--- src/rtl/button_bounce_gen.sv ---
// Mechanical-contact emulator: turns a clean requested button level into a
// bouncing output with LFSR-timed segments, then settles on the requested level.
module button_bounce_gen #(
    parameter int unsigned BOUNCE_TIME = 1000000,
    parameter int unsigned MIN_SEG     = 2000,
    parameter int unsigned SEG_BITS    = 12,
    parameter logic [15:0] LFSR_SEED   = 16'hACE1
) (
    input  logic clk,
    input  logic reset_n,
    input  logic cmd_level,
    input  logic bounce_en,
    output logic btn_output,
    output logic settled_level,
    output logic busy
);

    localparam int unsigned WIN_W = $clog2(BOUNCE_TIME + 1);
    localparam int unsigned SEG_W = $clog2(MIN_SEG + (1 << SEG_BITS));
    localparam logic [15:0] SEED_EFF = (LFSR_SEED == 16'h0000) ? 16'h0001 : LFSR_SEED;
    localparam logic [WIN_W-1:0] WIN_RELOAD = WIN_W'(BOUNCE_TIME - 1);

    typedef enum logic {
        ST_IDLE   = 1'b0,
        ST_BOUNCE = 1'b1
    } state_t;

    state_t           state_q;
    logic [15:0]      lfsr_q;
    logic [15:0]      lfsr_d;
    logic [WIN_W-1:0] win_q;
    logic [SEG_W-1:0] seg_q;
    logic [SEG_W-1:0] seg_reload_d;
    logic             target_q;
    logic             btn_q;
    logic             settled_q;
    logic             busy_q;

    // Next LFSR value (x^16+x^14+x^13+x^11+1) and the segment length drawn from the current one
    always_comb begin
        lfsr_d       = {lfsr_q[14:0], lfsr_q[15] ^ lfsr_q[13] ^ lfsr_q[12] ^ lfsr_q[10]};
        seg_reload_d = SEG_W'(MIN_SEG) + SEG_W'(lfsr_q[SEG_BITS-1:0]) - SEG_W'(1);
    end

    // Bounce FSM with registered outputs; the window has priority over segment expiry
    always_ff @(posedge clk) begin
        if (!reset_n) begin
            state_q   <= ST_IDLE;
            lfsr_q    <= SEED_EFF;
            win_q     <= '0;
            seg_q     <= '0;
            target_q  <= 1'b0;
            btn_q     <= 1'b0;
            settled_q <= 1'b0;
            busy_q    <= 1'b0;
        end else begin
            lfsr_q <= lfsr_d;
            case (state_q)
                ST_IDLE: begin
                    if (cmd_level != settled_q) begin
                        if (bounce_en) begin
                            state_q  <= ST_BOUNCE;
                            busy_q   <= 1'b1;
                            target_q <= cmd_level;
                            btn_q    <= cmd_level;
                            win_q    <= WIN_RELOAD;
                            seg_q    <= seg_reload_d;
                        end else begin
                            btn_q     <= cmd_level;
                            settled_q <= cmd_level;
                        end
                    end
                end
                ST_BOUNCE: begin
                    // A changed request restarts the whole window from a fresh first contact
                    if (cmd_level != target_q) begin
                        target_q <= cmd_level;
                        btn_q    <= cmd_level;
                        win_q    <= WIN_RELOAD;
                        seg_q    <= seg_reload_d;
                    end else if (win_q == '0) begin
                        state_q   <= ST_IDLE;
                        busy_q    <= 1'b0;
                        btn_q     <= target_q;
                        settled_q <= target_q;
                    end else begin
                        win_q <= win_q - WIN_W'(1);
                        if (seg_q == '0) begin
                            btn_q <= ~btn_q;
                            seg_q <= seg_reload_d;
                        end else begin
                            seg_q <= seg_q - SEG_W'(1);
                        end
                    end
                end
                default: begin
                    state_q <= ST_IDLE;
                end
            endcase
        end
    end

    assign btn_output    = btn_q;
    assign settled_level = settled_q;
    assign busy          = busy_q;

endmodule

--- config.mk ---
export PLATFORM = sky130hd
export DESIGN_NAME = button_bounce_gen
export DESIGN_NICKNAME = d
export VERILOG_FILES = /design/src/rtl/button_bounce_gen.sv
export SDC_FILE = /design/constraint.sdc
export NUM_CORES = 1
export LEC_CHECK = 0
export ABC_CLOCK_PERIOD_IN_PS = 2350
export BUFFER_PORTS_ARGS = -buffer_cell sky130_fd_sc_hd__buf_4
export CAP_MARGIN = 20
export CORE_MARGIN = 5
export CORE_UTILIZATION = 62
export CTS_BUF_LIST = sky130_fd_sc_hd__clkbuf_16
export DETAILED_ROUTE_END_ITERATION = 6
export GPL_TIMING_DRIVEN = 0
export PLACE_DENSITY = 0.79
export SLEW_MARGIN = 30
export SYNTH_ARGS = -nofsm -noshare
export SYNTH_HDL_FRONTEND = slang
export SYNTH_SLANG_ARGS = --single-unit
export TNS_END_PERCENT = 1
--- constraint.sdc ---
create_clock -name clk -period 2.35 [get_ports clk]
set_clock_uncertainty 0.15 [all_clocks]
set_input_delay 0.47 -clock clk [delete_from_list [all_inputs] [get_ports clk]]
set_output_delay 0.47 -clock clk [all_outputs]
set_load 0.05 [all_outputs]
==> results.sh, run 1 <==
export IMPL_port_buffers=4
export IMPL_setup_viol=0
export IMPL_grt_ovfl_total=0
export IMPL_cp_start_kind="register"
export IMPL_root_buffer="clkbuf_16"
export IMPL_nNetsFinal=360
export IMPL_postRouteAntennaNets=0
export IMPL_tightest_slew_ns=0.6841
export IMPL_avgSynthCellArea_sq_um=9.222
export IMPL_yosysSeqAreaShare=0.3478
export IMPL_dieHeight_um=80.80
export IMPL_place_ws_ns=-0.09811
export IMPL_synth_top_area_cell="dfxtp_1"
export IMPL_worstPathRequired_ns=2.38
export IMPL_power_leakage_nw=1.235
export IMPL_cts_sinks=54
export IMPL_gp_congestion=0.8468
export IMPL_placementRows=25
export IMPL_finalMaxSlewViolations=0
export IMPL_tritoncts="yes"
export IMPL_vdd_drop_max_v=0.0005546
export IMPL_layoutNonFillerInstCount=419
export IMPL_post_drt_via_cell_ratio=6.532
export IMPL_yosys_top_cells_area="dfxtp_1 35%, o31a_1 4.8%, a21oi_1 3.7%"
export IMPL_cts_max_level=2
export IMPL_initial_core_util=0.6494
export IMPL_synth_cells=337
export IMPL_grt_usage=0.2340
export IMPL_fillers=370
export IMPL_ys_types=66
export IMPL_cts_buffers=5
export IMPL_vias=2737
export IMPL_ys_seq_elements=54
export IMPL_relSlewSlack=0.5397
export IMPL_fmax_mhz=438.1
export IMPL_first_pass_iters=5
export IMPL_crit_arrival_ns=2.32
export IMPL_dp_cells=408
export IMPL_postSynth_asyncResetShare=0
export IMPL_io_pins=7
export IMPL_drive_gt1_frac=0.1477
export IMPL_cellPowerDensity_nw_per_um2=804.0
export IMPL_chipWidth_um=80.80
export IMPL_syn2layout_area_growth_pct=10.43
export IMPL_die_area_sq_um=6529
export IMPL_wl_per_cell_um=17.11
export IMPL_antenna_found_initial=0
export IMPL_path_max_fanout=10
export IMPL_grt_max_degree=17
export IMPL_report_final_hold_viol_count=0
export IMPL_dp_hpwl_mm=5.086
export IMPL_drc=0
export IMPL_routed_wl_mm=7.168
export IMPL_status="complete, no violations"
export IMPL_fin_ws_ns=0.06737
export IMPL_insertion_delay_ns=0.29
export IMPL_power_mw=2.759
export IMPL_grt_setup_unrepaired="true"
export IMPL_clk_pin_slew_ns=0.07
export IMPL_clockBufferDepth=2
export IMPL_grt_pass1_vias=2505
export IMPL_first_iter_violations=247
export IMPL_cap_violations=0
export IMPL_num_antenna_cells=0
export IMPL_yosysWarnings=0
export IMPL_hold_path_class="register to register"
export IMPL_syn_nets=346
export IMPL_grt_first_pass_wirelength_mm=12.15
export IMPL_ys_flop_type="dfxtp_1"
export IMPL_fin_crit_ns=2.283
export IMPL_end_kind="register"
export IMPL_synth_area_sq_um=3108
export IMPL_synth_top_area_frac=0.3478
export IMPL_synth_edff_count=0
export IMPL_period_share=0.9713
export IMPL_worst_setup_path_type="register to register"
export IMPL_fp_coreArea_sq_um=4786
## area by class of cell
cell class,count,area (sq um),share of cell area
clock buffers,5,125.1,0.03646
plain buffers,21,132.6,0.03864
clock inverters,3,41.29,0.01203
flip-flops and latches,54,1081,0.3150
inverters,13,48.80,0.01422
well taps,67,83.83,0.02443
multi-input cells,249,1867,0.5439
repair buffers,7,52.55,0.01531
## flip-flops by register name, summed over array words and instances (netlist names)
register	count
win_q	20
seg_q	13
busy	1
settled_level	1
target_q	1
state_q	1
lfsr_q	16
btn_output	1
## repair_timing
action / CTS / global route
setup buffers: 0 / 3
pin swaps: 0 / 3
hold buffers: 0 / 0
gates resized for setup: 2 / 3
setup endpoints to repair: 5 / 11
## critical path, cell delays in order (launching register included)
cell      delay (ns)
dfxtp_1         0.35
inv_1           0.09
ha_1            0.13
or4b_4          0.49
nor3_4          0.19
or2_1           0.14
buf_6           0.13
buf_8           0.14
a211oi_1        0.09
a221o_1         0.28
## cells in the final DEF (no fill, tap or decap), drive strengths merged, types with 8 or more instances in the layout
cell / n
o31a: 17
nor2: 15
clkbuf: 13
nor4: 19
nor3: 13
or4: 12
inv: 14
nand2: 12
o31ai: 8
nand2b: 9
buf: 20
o211ai: 10
xnor2: 8
a21oi: 23
or3: 8
dfxtp: 54
o21ai: 16
## worst paths after layout
check	cells after the start	start	end	slack, ns
hold reg to reg	1	lfsr_q[14]	lfsr_q[15]	0.26
setup reg to reg	9	seg_q[1]	seg_q[10]	0.07
setup / recovery	9	seg_q[1]	seg_q[10]	0.07
hold / removal	1	lfsr_q[14]	lfsr_q[15]	0.26
## metrics by stage
step	TNS, ns	area [sq um]	hold WS, ns	util
detailed placement	-0.3706	3222	0.2536	0.6732
global route	-0.1100	3432	0.2937	0.7171
global placement	-0.4605	3222	0.2451	0.6732
CTS	0	3396	0.2691	0.7095
floorplan	0	3108	0.2363	-
finish	0	3432	0.2645	0.7171
## power by group
group          internal [mW]  switching [mW]  total [mW]
combinational          0.343           0.484       0.827
clock                  0.499           0.328       0.827
sequential              1.00           0.103        1.11
total                   1.84           0.915        2.76
## per-layer routing
metal / track usage / vias up / routed length [um]
met4: 0.09122 / 0 / 125
met3: 0.03104 / 13 / 382
met2: 0.3629 / 94 / 3289
met1: 0.3292 / 1298 / 3371
met5: 0 / - / 0
li1: - / 1332 / -
## cell usage after synthesis (4+ instances only)
master and instances:
a211oi_1 4, nand2_1 12, dfxtp_1 54, o21ai_0 12, ha_1 5, o21ai_1 4
or3_1 8, a21oi_1 23, inv_1 12, nor3_1 11, or4_1 11, clkbuf_1 8
o31a_1 17, o31ai_1 8, o22ai_1 6, xnor2_1 7, o211ai_1 7, and2_1 7
xor2_1 7, nor2_1 14, buf_6 4, nor4_1 14, a221o_1 4, nand2b_1 9
buf_2 4
## kinds of logic (layout without fill, tap and decap cells)
logic type	count (synthesis)	in the layout	share of synthesized area
and+or+nand+nor	116	116	0.2548
AOI/OAI and AO/OA	109	109	0.2593
DFF	54	54	0.3478
buffers and inverters	34	49	0.05837
xor gates and xnor gates	15	15	0.04469
adders and majority gates	5	5	0.02013
muxes	4	4	0.01489
Note: power is estimated with default switching activity, not from simulation.
==> run 2: changes to the inputs <==
Settings changed: ABC_CLOCK_PERIOD_IN_PS 2350 to 2900, CORE_UTILIZATION 62 to 67, CTS_CLUSTER_SIZE set to 25, PLACE_DENSITY 0.79 to 0.84, SETUP_SLACK_MARGIN set to 0.3.
Clock period 2.35 ns to 2.9 ns, I/O delays scaled along.
==> results.sh, run 2 (synthesis gave the netlist of run 1 again) <==
export IMPL_vias=2747
export IMPL_r2r_setup_slack_ns=0.44
export IMPL_clk_pin_slew_ns=0.07
export IMPL_p_comb_frac=0.306
export IMPL_fp_coreArea_sq_um=4414
export IMPL_tightest_slew_ns=0.7547
export IMPL_p_seq_frac=0.414
export IMPL_path_max_fanout=10
export IMPL_seqCellArea_sq_um=1081
export IMPL_mostFrequentLayoutCells="54 x dfxtp_1, 23 x a21oi_1, 17 x o31a_1"
export IMPL_power_leakage_nw=1.207
export IMPL_p_clk_frac=0.281
export IMPL_grt_max_degree=19
export IMPL_wl_per_cell_um=18.16
export IMPL_largest_reg_flops=20
export IMPL_cap_violations=0
export IMPL_initial_core_util=0.7041
export IMPL_cts_buffers=5
export IMPL_cellPowerDensity_nw_per_um2=645.5
export IMPL_chipWidth_um=78.11
export IMPL_antenna_found_initial=0
export IMPL_fmax_mhz=405.8
export IMPL_num_antenna_cells=0
export IMPL_grt_usage=0.2460
export IMPL_fillers=330
export IMPL_io_pins=7
export IMPL_cts_max_level=2
export IMPL_setup_viol=0
export IMPL_wl_met2_mm=3.382
export IMPL_die_area_sq_um=6101
export IMPL_port_buffers=4
export IMPL_top_layer="met4"
export IMPL_worst_setup_path_type="register to register"
export IMPL_drive_gt1_frac=0.1375
export IMPL_routed_wl_mm=7.284
export IMPL_grt_pass1_vias=2552
export IMPL_multi_input_area_sq_um=1849
export IMPL_internal_power_mw=1.407
export IMPL_clockBufferDepth=2
export IMPL_period_share=0.8497
export IMPL_power_mw=2.167
export IMPL_end_kind="register"
export IMPL_r2r_start="state_q"
export IMPL_grt_first_pass_wirelength_mm=12.49
export IMPL_gp_congestion=0.8845
export IMPL_routedLengthMet1_mm=3.303
export IMPL_status="complete, no violations"
export IMPL_finish_utilization=0.7605
export IMPL_grt_setup_unrepaired="false"
export IMPL_insertion_delay_ns=0.29
export IMPL_root_buffer="clkbuf_16"
export IMPL_cts_sinks=54
export IMPL_first_iter_violations=284
export IMPL_p_sw_frac=0.3505
export IMPL_cp_start_kind="register"
export IMPL_regMostFlops="win_q"
export IMPL_first_pass_iters=5
export IMPL_placementRows=24
export IMPL_grt_ovfl_total=0
export IMPL_worst_r2r_path_depth=5
export IMPL_hold_path_class="register to register"
export IMPL_crit_arrival_ns=2.50
export IMPL_whs_ns=0.2907
export IMPL_finalMaxSlewViolations=0
export IMPL_switchingPower_mw=0.7596
export IMPL_fin_crit_ns=2.464
export IMPL_worstSetupStartpoint="state_q"
export IMPL_crit_reg2reg_capture="seg_q[3]"
export IMPL_nNetsFinal=357
export IMPL_syn2layout_area_growth_pct=8.011
export IMPL_postRouteAntennaNets=0
export IMPL_dieHeight_um=78.11
export IMPL_dp_hpwl_mm=5.112
export IMPL_vdd_drop_max_v=0.0004291
export IMPL_reg_top3="win_q (20), lfsr_q (16), seg_q (13)"
export IMPL_routed_wl_met3_um=484
export IMPL_post_drt_via_cell_ratio=6.850
export IMPL_relSlewSlack=0.4935
export IMPL_tns_ns=0
export IMPL_critPathCapture="seg_q[3]"
export IMPL_worstPathRequired_ns=2.93
export IMPL_drc=0
export IMPL_report_final_hold_viol_count=0
export IMPL_final_common_cell="dfxtp_1"
export IMPL_tritoncts="yes"
[run 2: worst max-delay path, cell delays in order, from the launching register on]
cell	delay [ns]
dfxtp_1	0.48
buf_2	0.26
a221oi_1	0.14
o21ai_1	0.64
and2b_1	0.33
a221o_1	0.36
[run 2: stage by stage]
stage          area, sq um  setup WS (ns)  instances
2_1_floorplan         3108         0.6720        337
3_3_place_gp          3203         0.3655        393
3_5_place_dp          3203         0.3199        393
4_1_cts               3353         0.4734        401
5_1_grt               3357         0.3037        401
6_report              3357         0.4359        401
[run 2: final cells by class]
| cell class | count | share of cell area |
|---|---|---|
| clock inverters | 3 | 0.007454 |
| plain buffers | 21 | 0.03951 |
| multi-input cells | 249 | 0.5509 |
| well taps | 52 | 0.01938 |
| flip-flops and latches | 54 | 0.3220 |
| clock buffers | 5 | 0.03727 |
| inverters | 13 | 0.01454 |
| repair buffers | 4 | 0.008945 |
[run 2: worst min-delay path by stage]
stage | startpoint | to | slack, ns | cells after the start
detailed placement | lfsr_q[14] | lfsr_q[15] | 0.28 | 1
global placement | lfsr_q[14] | lfsr_q[15] | 0.24 | 1
global route | lfsr_q[14] | lfsr_q[15] | 0.30 | 1
finish | lfsr_q[14] | lfsr_q[15] | 0.29 | 1
CTS | lfsr_q[14] | lfsr_q[15] | 0.31 | 1
floorplan | lfsr_q[14] | lfsr_q[15] | 0.24 | 1
[run 2: repair_timing]
| action | 4_1_cts | 5_1_grt |
|---|---|---|
| buffers inserted | 0 | 0 |
| gates resized for setup | 0 | 1 |
| hold buffers | 0 | 0 |
| setup endpoints to repair | 0 | 2 |
[run 2: power groups by stage]
stage	logic [mW]	registers, mW	clock network [mW]
floorplan	0.500	0.908	0
global placement	0.630	0.907	0
detailed placement	0.642	0.911	0
CTS	0.651	0.894	0.613
global route	0.725	0.908	0.658
finish	0.662	0.896	0.608
[run 2: metal layers]
layer / global-route usage / vias to the layer above
met4: 0.06588 / 0
met1: 0.3426 / 1309
met5: 0 / -
met3: 0.05149 / 12
li1: - / 1321
met2: 0.3866 / 105
==> run 3: changes to the inputs <==
Settings changed: ABC_CLOCK_PERIOD_IN_PS 2900 to 2100, CORE_UTILIZATION 67 to 56, PLACE_DENSITY 0.84 to 0.75.
Clock period 2.9 ns to 2.1 ns, I/O delays scaled along.
==> results.sh, run 3 (synthesis gave the netlist of run 1 again) <==
export IMPL_status="complete, but fails checks"
export IMPL_violations="setup timing"
export IMPL_syn2layout_area_growth_pct=23.15
export IMPL_reg_top3="win_q (20), lfsr_q (16), seg_q (13)"
export IMPL_dieHeight_um=84.50
export IMPL_grt_ovfl_total=0
export IMPL_antenna_found_initial=0
export IMPL_report_final_hold_viol_count=0
export IMPL_routed_wl_met3_um=531
export IMPL_initial_core_util=0.5714
export IMPL_final_common_cell="dfxtp_1"
export IMPL_fmax_mhz=468.3
export IMPL_top_layer="met4"
export IMPL_fillers=396
export IMPL_grt_usage=0.2297
export IMPL_holdBufCountCts=0
export IMPL_num_antenna_cells=0
export IMPL_r2r_start="seg_q[8]"
export IMPL_worstHoldPathCells=1
export IMPL_p_sw_frac=0.3568
export IMPL_tightest_slew_ns=0.6264
export IMPL_r2r_setup_slack_ns=-0.04
export IMPL_port_buffers=4
export IMPL_crit_arrival_ns=2.18
export IMPL_layoutNonFillerInstCount=443
export IMPL_p_seq_frac=0.388
export IMPL_whs_ns=0.2632
export IMPL_switchingPower_mw=1.162
export IMPL_place_ws_ns=-0.3110
export IMPL_wl_per_cell_um=18.51
export IMPL_io_pins=7
export IMPL_grt_pass1_vias=2709
export IMPL_multi_input_area_sq_um=2052
export IMPL_grt_setup_unrepaired="true"
export IMPL_cts_buffers=5
export IMPL_vdd_drop_max_v=0.0004393
export IMPL_fin_ws_ns=-0.03556
export IMPL_placementRows=27
export IMPL_hold_path_class="register to register"
export IMPL_chipWidth_um=84.50
export IMPL_routed_wl_mm=8.201
export IMPL_root_buffer="clkbuf_16"
export IMPL_crit_reg2reg_capture="seg_q[10]"
export IMPL_drive_gt1_frac=0.3315
export IMPL_relSlewSlack=0.5785
export IMPL_worst_setup_path_type="register to register"
export IMPL_insertion_delay_ns=0.30
export IMPL_cellPowerDensity_nw_per_um2=851.1
export IMPL_wl_met2_mm=3.740
export IMPL_grt_first_pass_wirelength_mm=13.42
export IMPL_seqCellArea_sq_um=1109
export IMPL_holdPathEnd="lfsr_q[15]"
export IMPL_finish_utilization=0.7037
export IMPL_regMostFlops="win_q"
export IMPL_tritoncts="yes"
export IMPL_first_pass_iters=5
export IMPL_p_comb_frac=0.358
export IMPL_routedLengthMet1_mm=3.710
export IMPL_die_area_sq_um=7140
export IMPL_largest_reg_flops=20
export IMPL_mostFrequentLayoutCells="36 x dfxtp_1, 24 x buf_4, 21 x a21oi_1"
export IMPL_power_leakage_nw=1.378
export IMPL_post_drt_via_cell_ratio=6.537
export IMPL_p_clk_frac=0.254
export IMPL_finalMaxSlewViolations=0
export IMPL_nNetsFinal=379
export IMPL_dp_hpwl_mm=5.035
export IMPL_clk_pin_slew_ns=0.07
export IMPL_setup_viol=12
export IMPL_cp_start_kind="register"
export IMPL_clockBufferDepth=2
export IMPL_fin_crit_ns=2.136
export IMPL_grt_max_degree=18
export IMPL_fp_coreArea_sq_um=5439
export IMPL_cts_max_level=2
export IMPL_vias=2896
export IMPL_postRouteAntennaNets=0
export IMPL_path_max_fanout=8
export IMPL_placed_area_sq_um=3232
export IMPL_internal_power_mw=2.095
export IMPL_drc=0
export IMPL_first_iter_violations=323
export IMPL_cts_sinks=54
export IMPL_worst_r2r_path_depth=7
export IMPL_cap_violations=0
export IMPL_dp_cells=413
export IMPL_hp_start="lfsr_q[14]"
export IMPL_period_share=1.017
export IMPL_finalInstanceArea_sq_um=3827
export IMPL_worstPathRequired_ns=2.14
export IMPL_end_kind="register"
export IMPL_gp_congestion=0.8321
==> run 3: changes by cell type in the layout (fill, tap and decap cells not counted), sizes merged <==
cell,delta
buf,+22
clkinv,+1
inv,-1
==> run 3: worst max path at each step <==
stage                     startpoint   endpoint  slack (ns)
after floorplan             seg_q[0]  seg_q[10]       0.004
after global placement       state_q  seg_q[10]       -0.32
after detailed placement     state_q   seg_q[5]       -0.31
after CTS                   seg_q[0]  seg_q[10]       -0.03
after global routing       win_q[11]  win_q[18]       -0.11
final                       seg_q[8]  seg_q[10]       -0.04
==> run 3: cell type report <==
type,count,area share
Clock buffer,5,0.03269
Tap cell,72,0.02354
Multi-Input combinational cell,249,0.5361
Clock inverter,3,0.005557
Buffer,21,0.04282
Sequential cell,54,0.2896
Inverter,13,0.01340
Timing Repair Buffer,26,0.05623
==> run 3: power by group through the flow <==
stage               Clock, mW  Combinational [mW]  Sequential [mW]
finish                  0.828                1.16             1.26
global route            0.888                1.25             1.28
CTS                     0.826                1.07             1.25
detailed placement          0               0.890             1.26
global placement            0               0.878             1.25
floorplan                   0               0.691             1.26
==> run 3: metrics by stage <==
stage | total power, mW | setup TNS, ns
after detailed placement | 2.150 | -5.132
after CTS | 3.149 | -0.04639
after global routing | 3.416 | -1.667
final | 3.258 | -0.1751
after floorplan | 1.948 | 0
after global placement | 2.132 | -4.060
==> run 3: layer usage <==
metal / track usage / vias to the layer above
met5: 0 / -
met4: 0.08201 / 0
met3: 0.04318 / 23
met2: 0.3552 / 136
met1: 0.3199 / 1372
li1: - / 1365
==> run 3: what timing repair did <==
action,4_1_cts,5_1_grt
setup endpoints to repair,37,36
pin swaps,55,11
setup buffers,20,2
gates resized for setup,59,17
==> run 3: worst max-delay path, stage by stage, from the launching register on <==
cell and delay, ns:
dfxtp_2 0.37, or4_4 0.60, nor3_4 0.19, or2_1 0.14
buf_6 0.13, buf_8 0.13, a211oi_2 0.06, a221o_1 0.26
